==> src/rtl/karatsuba_seq32_ctrl_pkg.sv <==
// Shared constants for the sequential Karatsuba multiplier: FSM state encodings and default width.
// Imported by karatsuba_seq32_ctrl and kseq_mid_fix.
package karatsuba_seq32_ctrl_pkg;

  localparam int KS_N_DEFAULT = 32;

  localparam logic [2:0] KS_IDLE = 3'd0;
  localparam logic [2:0] KS_Z0   = 3'd1;
  localparam logic [2:0] KS_Z2   = 3'd2;
  localparam logic [2:0] KS_Z1   = 3'd3;
  localparam logic [2:0] KS_DONE = 3'd4;

  // Sum of the two halves of an operand, one bit wider than a half.
  function automatic logic [KS_N_DEFAULT/2:0] half_sum_default(input logic [KS_N_DEFAULT-1:0] v);
    return {1'b0, v[KS_N_DEFAULT/2-1:0]} + {1'b0, v[KS_N_DEFAULT-1:KS_N_DEFAULT/2]};
  endfunction

endpackage

==> src/rtl/karatsuba_16.sv <==
// Shared combinational W x W unsigned multiplier core used once per cycle by the sequencer.
module karatsuba_16 #(
  parameter int W = 16
) (
  input  logic [W-1:0]   x,
  input  logic [W-1:0]   y,
  output logic [2*W-1:0] prod
);

  assign prod = x * y;

endmodule

==> src/rtl/kseq_mid_fix.sv <==
// Middle Karatsuba term: widens core(la,lb) back to (a_lo+a_hi)*(b_lo+b_hi) using the
// half-sum carries, then removes z0 and z2. Purely combinational.
module kseq_mid_fix
  import karatsuba_seq32_ctrl_pkg::*;
#(
  parameter int N = KS_N_DEFAULT
) (
  input  logic [N/2-1:0] la,
  input  logic [N/2-1:0] lb,
  input  logic           ca,
  input  logic           cb,
  input  logic [N-1:0]   core_p,
  input  logic [N-1:0]   z0,
  input  logic [N-1:0]   z2,
  output logic [N+1:0]   mid
);

  localparam int H = N / 2;
  localparam int W = N + 2;

  logic [W-1:0] m;
  logic [W-1:0] add_la;
  logic [W-1:0] add_lb;
  logic [W-1:0] add_cc;

  always_comb begin
    add_la = cb ? (W'(la) << H) : '0;
    add_lb = ca ? (W'(lb) << H) : '0;
    add_cc = (ca & cb) ? (W'(1) << N) : '0;
    m      = W'(core_p) + add_la + add_lb + add_cc;
    // m >= z0 + z2 always, so the subtraction never wraps.
    mid    = m - W'(z0) - W'(z2);
  end

endmodule

==> src/rtl/karatsuba_seq32_ctrl.sv <==
// Sequential N x N multiplier: three passes through one N/2 core (z0, z2, z1), then recombine.
// Optional KSEQ_ACCEPT_IN_DONE_EN lets a new operand pair be accepted in the same cycle a result leaves.
module karatsuba_seq32_ctrl
  import karatsuba_seq32_ctrl_pkg::*;
#(
  parameter int N = KS_N_DEFAULT
) (
  input  logic           clk,
  input  logic           rst_n,
  input  logic           in_valid,
  output logic           in_ready,
  input  logic [N-1:0]   a,
  input  logic [N-1:0]   b,
  output logic           out_valid,
  input  logic           out_ready,
  output logic [2*N-1:0] p,
  output logic           busy
);

  localparam int H = N / 2;

  logic [2:0]     state_reg;
  logic [2:0]     state_next;
  logic [N-1:0]   a_reg;
  logic [N-1:0]   b_reg;
  logic [N-1:0]   z0_reg;
  logic [N-1:0]   z2_reg;
  logic [2*N-1:0] p_reg;

  logic           accept;
  logic [H:0]     sa;
  logic [H:0]     sb;
  logic [H-1:0]   core_x;
  logic [H-1:0]   core_y;
  logic [N-1:0]   core_p;
  logic [N+1:0]   mid;
  logic [2*N-1:0] p_next;

  assign sa = {1'b0, a_reg[H-1:0]} + {1'b0, a_reg[N-1:H]};
  assign sb = {1'b0, b_reg[H-1:0]} + {1'b0, b_reg[N-1:H]};

`ifdef KSEQ_ACCEPT_IN_DONE_EN
  assign in_ready = (state_reg == KS_IDLE) | ((state_reg == KS_DONE) & out_ready);
`else
  assign in_ready = (state_reg == KS_IDLE);
`endif

  assign accept    = in_valid & in_ready;
  assign out_valid = (state_reg == KS_DONE);
  assign busy      = (state_reg != KS_IDLE);
  assign p         = p_reg;

  // Core operands are selected by state; Z1 (and idle states) feed the half sums.
  always_comb begin
    core_x = sa[H-1:0];
    core_y = sb[H-1:0];
    case (state_reg)
      KS_Z0: begin
        core_x = a_reg[H-1:0];
        core_y = b_reg[H-1:0];
      end
      KS_Z2: begin
        core_x = a_reg[N-1:H];
        core_y = b_reg[N-1:H];
      end
      default: ;
    endcase
  end

  karatsuba_16 #(.W(H)) u_core (
    .x    (core_x),
    .y    (core_y),
    .prod (core_p)
  );

  kseq_mid_fix #(.N(N)) u_mid_fix (
    .la     (sa[H-1:0]),
    .lb     (sb[H-1:0]),
    .ca     (sa[H]),
    .cb     (sb[H]),
    .core_p (core_p),
    .z0     (z0_reg),
    .z2     (z2_reg),
    .mid    (mid)
  );

  // z0 < 2^N, so (z2<<N) + z0 is a plain concatenation.
  assign p_next = {z2_reg, z0_reg} + ((2 * N)'(mid) << H);

  always_comb begin
    state_next = state_reg;
    case (state_reg)
      KS_IDLE: if (accept) state_next = KS_Z0;
      KS_Z0:   state_next = KS_Z2;
      KS_Z2:   state_next = KS_Z1;
      KS_Z1:   state_next = KS_DONE;
      KS_DONE: begin
        if (out_ready) begin
          state_next = accept ? KS_Z0 : KS_IDLE;
        end
      end
      default: state_next = KS_IDLE;
    endcase
  end

  always_ff @(posedge clk or negedge rst_n) begin
    if (!rst_n) begin
      state_reg <= KS_IDLE;
      a_reg     <= '0;
      b_reg     <= '0;
      z0_reg    <= '0;
      z2_reg    <= '0;
      p_reg     <= '0;
    end else begin
      state_reg <= state_next;
      if (accept) begin
        a_reg <= a;
        b_reg <= b;
      end
      if (state_reg == KS_Z0) z0_reg <= core_p;
      if (state_reg == KS_Z2) z2_reg <= core_p;
      if (state_reg == KS_Z1) p_reg  <= p_next;
    end
  end

endmodule

==> config.mk <==
export PLATFORM = sky130hd
export DESIGN_NAME = karatsuba_seq32_ctrl
export DESIGN_NICKNAME = d
export VERILOG_FILES = /design/src/rtl/karatsuba_seq32_ctrl_pkg.sv /design/src/rtl/karatsuba_16.sv /design/src/rtl/kseq_mid_fix.sv /design/src/rtl/karatsuba_seq32_ctrl.sv
export SDC_FILE = /design/constraint.sdc
export NUM_CORES = 1
export LEC_CHECK = 0
export CAP_MARGIN = 30
export CORE_MARGIN = 2
export CORE_UTILIZATION = 35
export CTS_CLUSTER_DIAMETER = 30
export DETAILED_ROUTE_END_ITERATION = 6
export GPL_TIMING_DRIVEN = 0
export PLACE_DENSITY = 0.54
export SLEW_MARGIN = 15
export SYNTH_ARGS = -nofsm -noshare
export SYNTH_HDL_FRONTEND = slang
export SYNTH_HIERARCHICAL = 1
export SYNTH_SLANG_ARGS = --single-unit
==> constraint.sdc <==
create_clock -name clk -period 36 [get_ports clk]
set_clock_uncertainty 0.05 [all_clocks]
set_input_delay 5.4 -clock clk [delete_from_list [all_inputs] [get_ports clk]]
set_output_delay 5.4 -clock clk [all_outputs]
set_load 0.01 [all_outputs]
* Word-level counts from Yosys, hierarchy flattened *
Index checks and enable logic that the tools add are counted.

word-level totals
  memories = 0
  input bits = 68
  latch bits = 0
  word-level logic and storage cells = 35
  RAM bits = 0
  output and inout bits = 67
  memory bits (read-only) = 0
  flip-flop bits (word level) = 195

cells by class
  shifts and indexed selects = 0
  reductions and logical operators = 3
  equal/unequal tests = 6
  divide/modulo/power cells = 0
  $mul = 1
  bitwise logic cells = 2
  add/sub/neg operators = 8
  mux-type cells = 9
  order comparisons = 0

operators by type and width
  kind                count
  $add 34x34->34      2
  $sub 34x32->34      2
  $add 64x50->64      1
  $mux 32             2
  $pmux 16 s2         2
  $add 16x16->17      2
  $add 32x34->34      1
  $mux 33             1
  $mul 16x16->32      1
  $pmux 3 s5          1
  $eq 3x2->1 const B  2
  $mux 3              2
  $ne 2x1->1 const B  2
  $eq 3x1->1 const B  1
  $eq 3x3->1 const B  1
  $logic_not 3->1     1
  $reduce_bool 3->1   1
  $and 1x1->1         2
  $reduce_and 2->1    1
  $mux 1              1

* Depth between registers and ports, before layout *
Gate-level depths: netlist (run 1).

  depth in word-level cells = 9
  depth in mapped cells = 57
  gate-level depth less buffers = 55

* Cells and area by module *
The synthesis (run 1) kept the hierarchy.

by module, submodules not included
  module                area an instance (um^2)  seq. area each (um^2)  cells each  times used
  karatsuba_seq32_ctrl  10771.6                  4879.7                 984         1
  karatsuba_16          8816.0                   0.0                    1038        1
  kseq_mid_fix          4025.1                   0.0                    479         1

* Least setup slack after synthesis (run 1) *
Ideal clock, no wire load.

  path type = reg-to-reg
  start = register b_reg[0]
  end = register p_reg[62], in the netlist p[62]
  required time = 35.818 ns
  path buffers = 3
  period minus slack after synthesis = 12.333 ns
  data arrival time = 12.151 ns
  stages on the path, launching flop included = 55
  library setup time = 0.132 ns
  path slack = 23.667 ns
  path through = dfrtp_1 -> ha_1 -> fa_1 -> a21o_1 -> a21oi_1 -> nor2b_1 -> o21a_1 -> o21ai_1 -> o21ai_0 -> o31ai_1 -> xnor2_1 -> a21o_1 -> clkbuf_1 -> nand2_1 -> fa_1 -> fa_1 -> inv_1 -> fa_1 -> [19 not listed] -> buf_6 -> a21oi_1 -> o21ai_0 -> a21oi_1 -> o31ai_4 -> a31oi_2 -> o21ai_2 -> a21oi_1 -> xnor2_1 -> ha_1 -> a21oi_1 -> nand2_1 -> o21ai_0 -> nor3_1 -> o21a_4 -> o2111ai_1 -> xor2_1 -> o21ai_1

between the ends
  cells in the longest elaborated chain, start to end = 9
  elaborated cells on any way between the ends = 13
  classes of those cells = add/sub (7); mul (1); mux (4); bitwise (1)

RTL lines
  what                         RTL line                     source
  from (decl)                  karatsuba_seq32_ctrl.sv:25   logic [N-1:0] b_reg;
  from (signal assigned)       karatsuba_seq32_ctrl.sv:110  b_reg <= '0;
  from (signal assigned)       karatsuba_seq32_ctrl.sv:118  b_reg <= b;
  $add 16x16->17               karatsuba_seq32_ctrl.sv:40   assign sb = {1'b0, b_reg[H-1:0]} + {1'b0, b_reg[N-1:H]};
  named net sb[14]             karatsuba_seq32_ctrl.sv:32   logic [H:0] sb;
  $pmux 16 s2                  karatsuba_seq32_ctrl.sv:57   case (state_reg)
  named net core_y[14]         karatsuba_seq32_ctrl.sv:34   logic [H-1:0] core_y;
  $mul 16x16->32               karatsuba_16.sv:10           assign prod = x * y;
  named net core_p[18]         karatsuba_seq32_ctrl.sv:35   logic [N-1:0] core_p;
  $add 32x34->34               kseq_mid_fix.sv:30           m = W'(core_p) + add_la + add_lb + add_cc;
  $add 34x34->34 (2 in a row)  kseq_mid_fix.sv:30
  $sub 34x32->34 (2 in a row)  kseq_mid_fix.sv:32           mid = m - W'(z0) - W'(z2);
  named net mid[27]            karatsuba_seq32_ctrl.sv:36   logic [N+1:0] mid;
  $add 64x50->64               karatsuba_seq32_ctrl.sv:88   assign p_next = {z2_reg, z0_reg} + ((2 * N)'(mid) << H);
  to (signal assigned)         karatsuba_seq32_ctrl.sv:122  if (state_reg == KS_Z1) p_reg <= p_next;
  to (decl)                    karatsuba_seq32_ctrl.sv:28   logic [2*N-1:0] p_reg;

The timed path passes the listed nets, and every way through them passes these cells.
A chain may end at the register's enable or synchronous reset.

* Final worst setup path (run 1) *
  start = register b_reg[0]
  end = register p_reg[57], in the netlist p[57]

Same word-level chain as after synthesis.

==> qor.yml, run 1 <==
synthCells: 2501
crit_fanout: 10
wl_um: 69500
cts_made_buffers: 17
synth_top_family_by_area: "adder cells"
cts_resized: 0
initial_core_util_pct: 35.2
grt_pass1_wl_um: 110000
die_w_um: 264
synth_mux_area_share_pct: 6.96
drv_cap: 0
cts.sinks: 195
grt_usage_pct: 20.5
synth-xor-area-share_pct: 4.53
cp_slowest_stage_delay_ns: 0.75
yosysWarnings: 6
fin_nets: 3215
gp_congestion: 0.885
dpl.hpwl_um: 57900
worst_slew_pin_slew_ns: 1.02
synth_edf_count: 0
crit_type: "reg -> reg"
cp-end-kind: "flop"
hold_viol_final: 0
crit_path_start_kind: "flop"
slew_headroom_pct: 32.3
wl_per_cell_um: 19.6
cp.buffers_inverters: 10
postRouteAntennaNets: 0
vias: 18300
cts_setup_buffers: 0
io_pins: 135
portBuffers: 134
fmax_mhz: 67.9
min_path_type: "reg -> reg"
htreeDepth: 4
antenna_found_initial: 3
first_iter_violations: 1177
cp_top_family: "adder cells"
fin_tns_setup_ns: 0
syn_area_sq_um: 23600
ys_ff_latch: 195
clkTransAtPathRegs_ns: 0.08
synth-simple-area-share_pct: 12.7
drv_slew: 0
cts_buffer_depth: 2
synth-compound-area-share_pct: 12.7
cts_hold_buffers: 0
grt_remaining_overflow: 0
syn_nets: 3061
avgSynthCellArea_sq_um: 9.44
synth_fa_ha_area_share_pct: 34.4
min_period_over_period_pct: 40.9
crit_slowest_cell: "o21ai_0"
cts_tree: "done"
setup_viol: 0
cp.required_ns: 36.34
area_delta_synth_final_pct: 13.0
synthArstFlopShare_pct: 100
grt_max_degree: 100
dr.pass1.iters: 5
largest_reg_flops: 64
crit_arrival_ns: 15.07
core_sq_um: 67000
clock_latency_ns: 0.47
viasPerCell: 5.15
grt_pass1_vias: 19300
row_count: 95
seq_area_frac_synth_pct: 20.7
dieHeight_um: 264
ys.flop_type: "dfrtp_1"
die_area_sq_um: 69600
fin_crit_ns: 14.73
rsz0062_at_grt: "no"
drc_errors: 0
rrSetupSlack_ns: 21.27
status: "complete, no violations"
cts_root_buf: "clkbuf_16"
crit_top_cell: "fa_1"
drive_gt1_share_pct: 9.04
synth.distinct_cells: 90
[kinds of logic after synthesis]
logic type	Yosys count
multiplexers	146
AND/OR/NAND/NOR	624
XOR/XNOR	122
adder cells (fa/ha/maj)	492
flip-flops	195
buffers and inverters	487
AO/OA/AOI/OAI	435
[cells in the mapped netlist, types with 12 or more instances]
cell,count,share of area [%]
inv_1,393,6.2
nand2_1,308,4.9
fa_1,263,22
ha_1,229,12
dfrtp_1,195,21
and2_1,147,3.9
mux2_2,146,7.0
a21oi_1,105,2.2
o21ai_0,99,2.1
clkbuf_1,73,1.2
xnor2_1,64,2.4
a21o_1,63,2.0
xor2_1,58,2.2
nor2_1,52,0.83
nand3_1,27,0.57
a22oi_1,24,0.76
nand4_1,15,0.40
and3_1,14,0.37
o211ai_1,14,0.45
nor3_1,13,0.28
o21ai_1,12,0.25
[area by class of cell]
class,count,area [sq um]
clock buffers,17,425
inverters,393,1480
fillers,6778,40400
repair buffers,135,1370
multi-input cells,1819,16800
plain buffers,94,410
clock inverters,14,168
flip-flops and latches,195,4880
well taps,873,1090
diodes,3,7.51
[final timing paths]
check / depth (start not counted) / start / end
worst min-delay path: 2 / p[22] / p[22]
max in group asynchronous: 2 / rst_n / a_reg[2]
worst min register to register: 2 / p[22] / p[22]
min in group asynchronous: 1 / rst_n / p[1]
worst max register to register: 54 / b_reg[0] / p[57]
worst max-delay path: 54 / b_reg[0] / p[57]
[per-stage QoR]
stage | cell area, sq um | cells | worst slack (ns) | utilization (%) | hold slack [ns]
6_report | 26700 | 3543 | 21.27 | 39.8 | 0.433
4_1_cts | 26700 | 3540 | 21.39 | 39.8 | 0.440
5_1_grt | 26700 | 3540 | 20.26 | 39.8 | 0.467
3_3_place_gp | 26000 | 3508 | 21.38 | 38.9 | 0.419
3_5_place_dp | 26100 | 3509 | 21.43 | 38.9 | 0.420
2_1_floorplan | 23600 | 2501 | 23.67 | - | 0.425
[cells in the final DEF, fill, tap and decap left out, drive strengths merged, types with 10 or more instances in the layout]
master         count
inv              399
nand2            308
fa               263
ha               229
dfrtp            195
and2             150
mux2             146
clkdlybuf4s50    133
o21ai            112
a21oi            108
clkbuf            90
a21o              65
xnor2             64
xor2              58
nor2              53
nand3             27
a22oi             24
buf               23
o211ai            18
nand4             16
a211oi            15
and3              14
nor3              14
o21bai            11
a31oi             11
a22o              10
[metal layers]
metal / share of wire (%) / up-vias / global-route usage [%]
met5: 0.019 / - / 0
met4: 2.9 / 2 / 6.46
met3: 4.5 / 75 / 3.43
met2: 47 / 449 / 34.0
met1: 46 / 9228 / 27.4
li1: - / 8504 / -
[tightest hold or removal path, cell delays in order (launching register included)]
cell     delay [ns]
dfrtp_1        0.35
nand2_1        0.04
o21ai_0        0.06
Power of run 1 is left out: the tool's default activity adds up to more than one toggle a clock period on the data nets, which glitch-free logic cannot reach.
==> inputs of run 2 (changes only) <==
==> constraint.sdc (replaced) <==
create_clock -name clk -period 14.8 [get_ports clk]
set_clock_uncertainty 0.05 [all_clocks]
set_input_delay 2.22 -clock clk [delete_from_list [all_inputs] [get_ports clk]]
set_output_delay 2.22 -clock clk [all_outputs]
set_load 0.01 [all_outputs]
==> qor.yml, run 2 (synthesized netlist as in run 1, its figures left out) <==
crit_top_cell: "fa_1"
setup_viol: 0  # unchanged
crit_type: "reg -> reg"
cp_slowest_stage_delay_ns: 0.59  # -0.16 ns
fin_ws_ns: 0.807  # -20.46 ns
die_area_sq_um: 69600  # unchanged
cts_made_buffers: 17  # unchanged
grt_max_degree: 100  # unchanged
cp.required_ns: 15.09  # -21.25 ns
io_pins: 135  # unchanged
min_period_over_period_pct: 94.5  # +54 points
area_delta_synth_final_pct: 13.5
die_w_um: 264  # unchanged
row_count: 95  # unchanged
crit_fanout: 10  # unchanged
dieHeight_um: 264  # unchanged
first_iter_violations: 1040  # -12%
worst_slew_pin_slew_ns: 0.983  # -0.0325 ns
postRouteAntennaNets: 0  # unchanged
dpl.hpwl_um: 57900  # unchanged
core_sq_um: 67000  # unchanged
slew_headroom_pct: 33.8  # +1.5 points
htreeDepth: 4  # unchanged
min_path_type: "reg -> reg"
final_cell_area_sq_um: 26800  # +0.45%
final_common_cell: "inv_1"
worstSetupStartpoint: "a_reg[1]"
portBuffers: 134  # unchanged
dr.pass1.iters: 5  # unchanged
cts_buffer_depth: 2  # unchanged
grt_pass1_wl_um: 110000  # unchanged
post_dp_cell_area_sq_um: 26100  # unchanged
clkTransAtPathRegs_ns: 0.08  # about the same
cts_root_buf: "clkbuf_16"
cts.sinks: 195  # unchanged
crit_path_start_kind: "flop"
wl_um: 69400  # about the same
antenna_found_initial: 3  # unchanged
gp_congestion: 0.885  # unchanged
vias: 18200  # -0.37%
fmax_mhz: 71.5  # +5.3%
drive_gt1_share_pct: 10.6  # +1.5 points
drc_errors: 0  # unchanged
fin_nets: 3217  # +0.062%
hold_viol_final: 0  # unchanged
rr_startpoint: "a_reg[1]"
wl_per_cell_um: 19.6  # about the same
status: "complete, no violations"
drv_cap: 0  # unchanged
grt_pass1_vias: 19300  # unchanged
cp-end-kind: "flop"
dpl_worst_slack_ns: 0.228  # -21.20 ns
initial_core_util_pct: 35.2  # unchanged
final_cell_mix: "393 x inv_1, 302 x nand2_1, 263 x fa_1, 228 x ha_1, 195 x dfrtp_1"
grt_remaining_overflow: 0  # unchanged
crit_arrival_ns: 14.29  # -0.78 ns
clock_latency_ns: 0.47  # about the same
crit_slowest_cell: "fa_1"
fill_cells: 6776  # -0.030%
hold_start: "p[22]"
viasPerCell: 5.13  # -0.37%
cts_tree: "done"
grt_usage_pct: 20.5  # unchanged
largest_reg_flops: 64  # unchanged
drv_slew: 0  # unchanged
fin_crit_ns: 13.99  # -0.739 ns
==> run 2: changes by cell type in the layout (fill, tap and decap cells not counted), sizes merged <==
cell,change
clkbuf,-3
diode,-2
buf,+5
==> run 2: layout make-up <==
cell class | count | area (sq um) | share of cell area, %
diodes | 1 | 2.50 | 0.00934
plain buffers | 94 | 440 | 1.64
clock buffers | 17 | 425 | 1.59
clock inverters | 14 | 168 | 0.626
inverters | 393 | 1480 | 5.50
multi-input cells | 1819 | 16900 | 63.2
flip-flops and latches | 195 | 4880 | 18.2
well taps | 873 | 1090 | 4.08
repair buffers | 137 | 1390 | 5.18
==> run 2: final timing paths <==
path                       cells after the start  slack, ns  endpoint
min in group asynchronous                      1       1.74      p[1]
setup / recovery                              54       0.81     p[57]
hold / removal                                 2       0.43     p[22]
setup reg to reg                              54       0.81     p[57]
hold reg to reg                                2       0.43     p[22]
max in group asynchronous                      2      11.94  a_reg[2]
==> run 2: metrics by stage <==
stage / utilization (%) / hold WS, ns / cells / setup TNS (ns)
after floorplan: - / 0.425 / 2501 / 0
after global placement: 38.9 / 0.419 / 3508 / 0
after detailed placement: 38.9 / 0.420 / 3509 / 0
after CTS: 39.8 / 0.440 / 3540 / 0
after global routing: 40.0 / 0.467 / 3542 / -0.0129
final: 40.0 / 0.433 / 3543 / 0
==> run 2: critical path, delay by kind of cell (launching register included) <==
family / cells / cell delay, ns
xor gates and xnor gates: 4 / 1.02
and+or+nand+nor: 7 / 1.07
adders and majority gates: 13 / 5.97
DFF: 1 / 0.47
buffers and inverters: 9 / 0.92
AOI/OAI and AO/OA: 21 / 4.32
==> run 2: repair_timing <==
item,4_1_cts,5_1_grt
hold buffers,0,0
setup endpoints to repair,0,23
buffers inserted,0,2
gates resized for setup,0,76
==> run 2: metal layers <==
layer | wire length, um | track usage, %
met1 | 32000 | 27.4
met2 | 32300 | 34.0
met3 | 2920 | 3.43
met4 | 2230 | 6.46
met5 | 7 | 0
Power of run 2 is left out for the same reason.
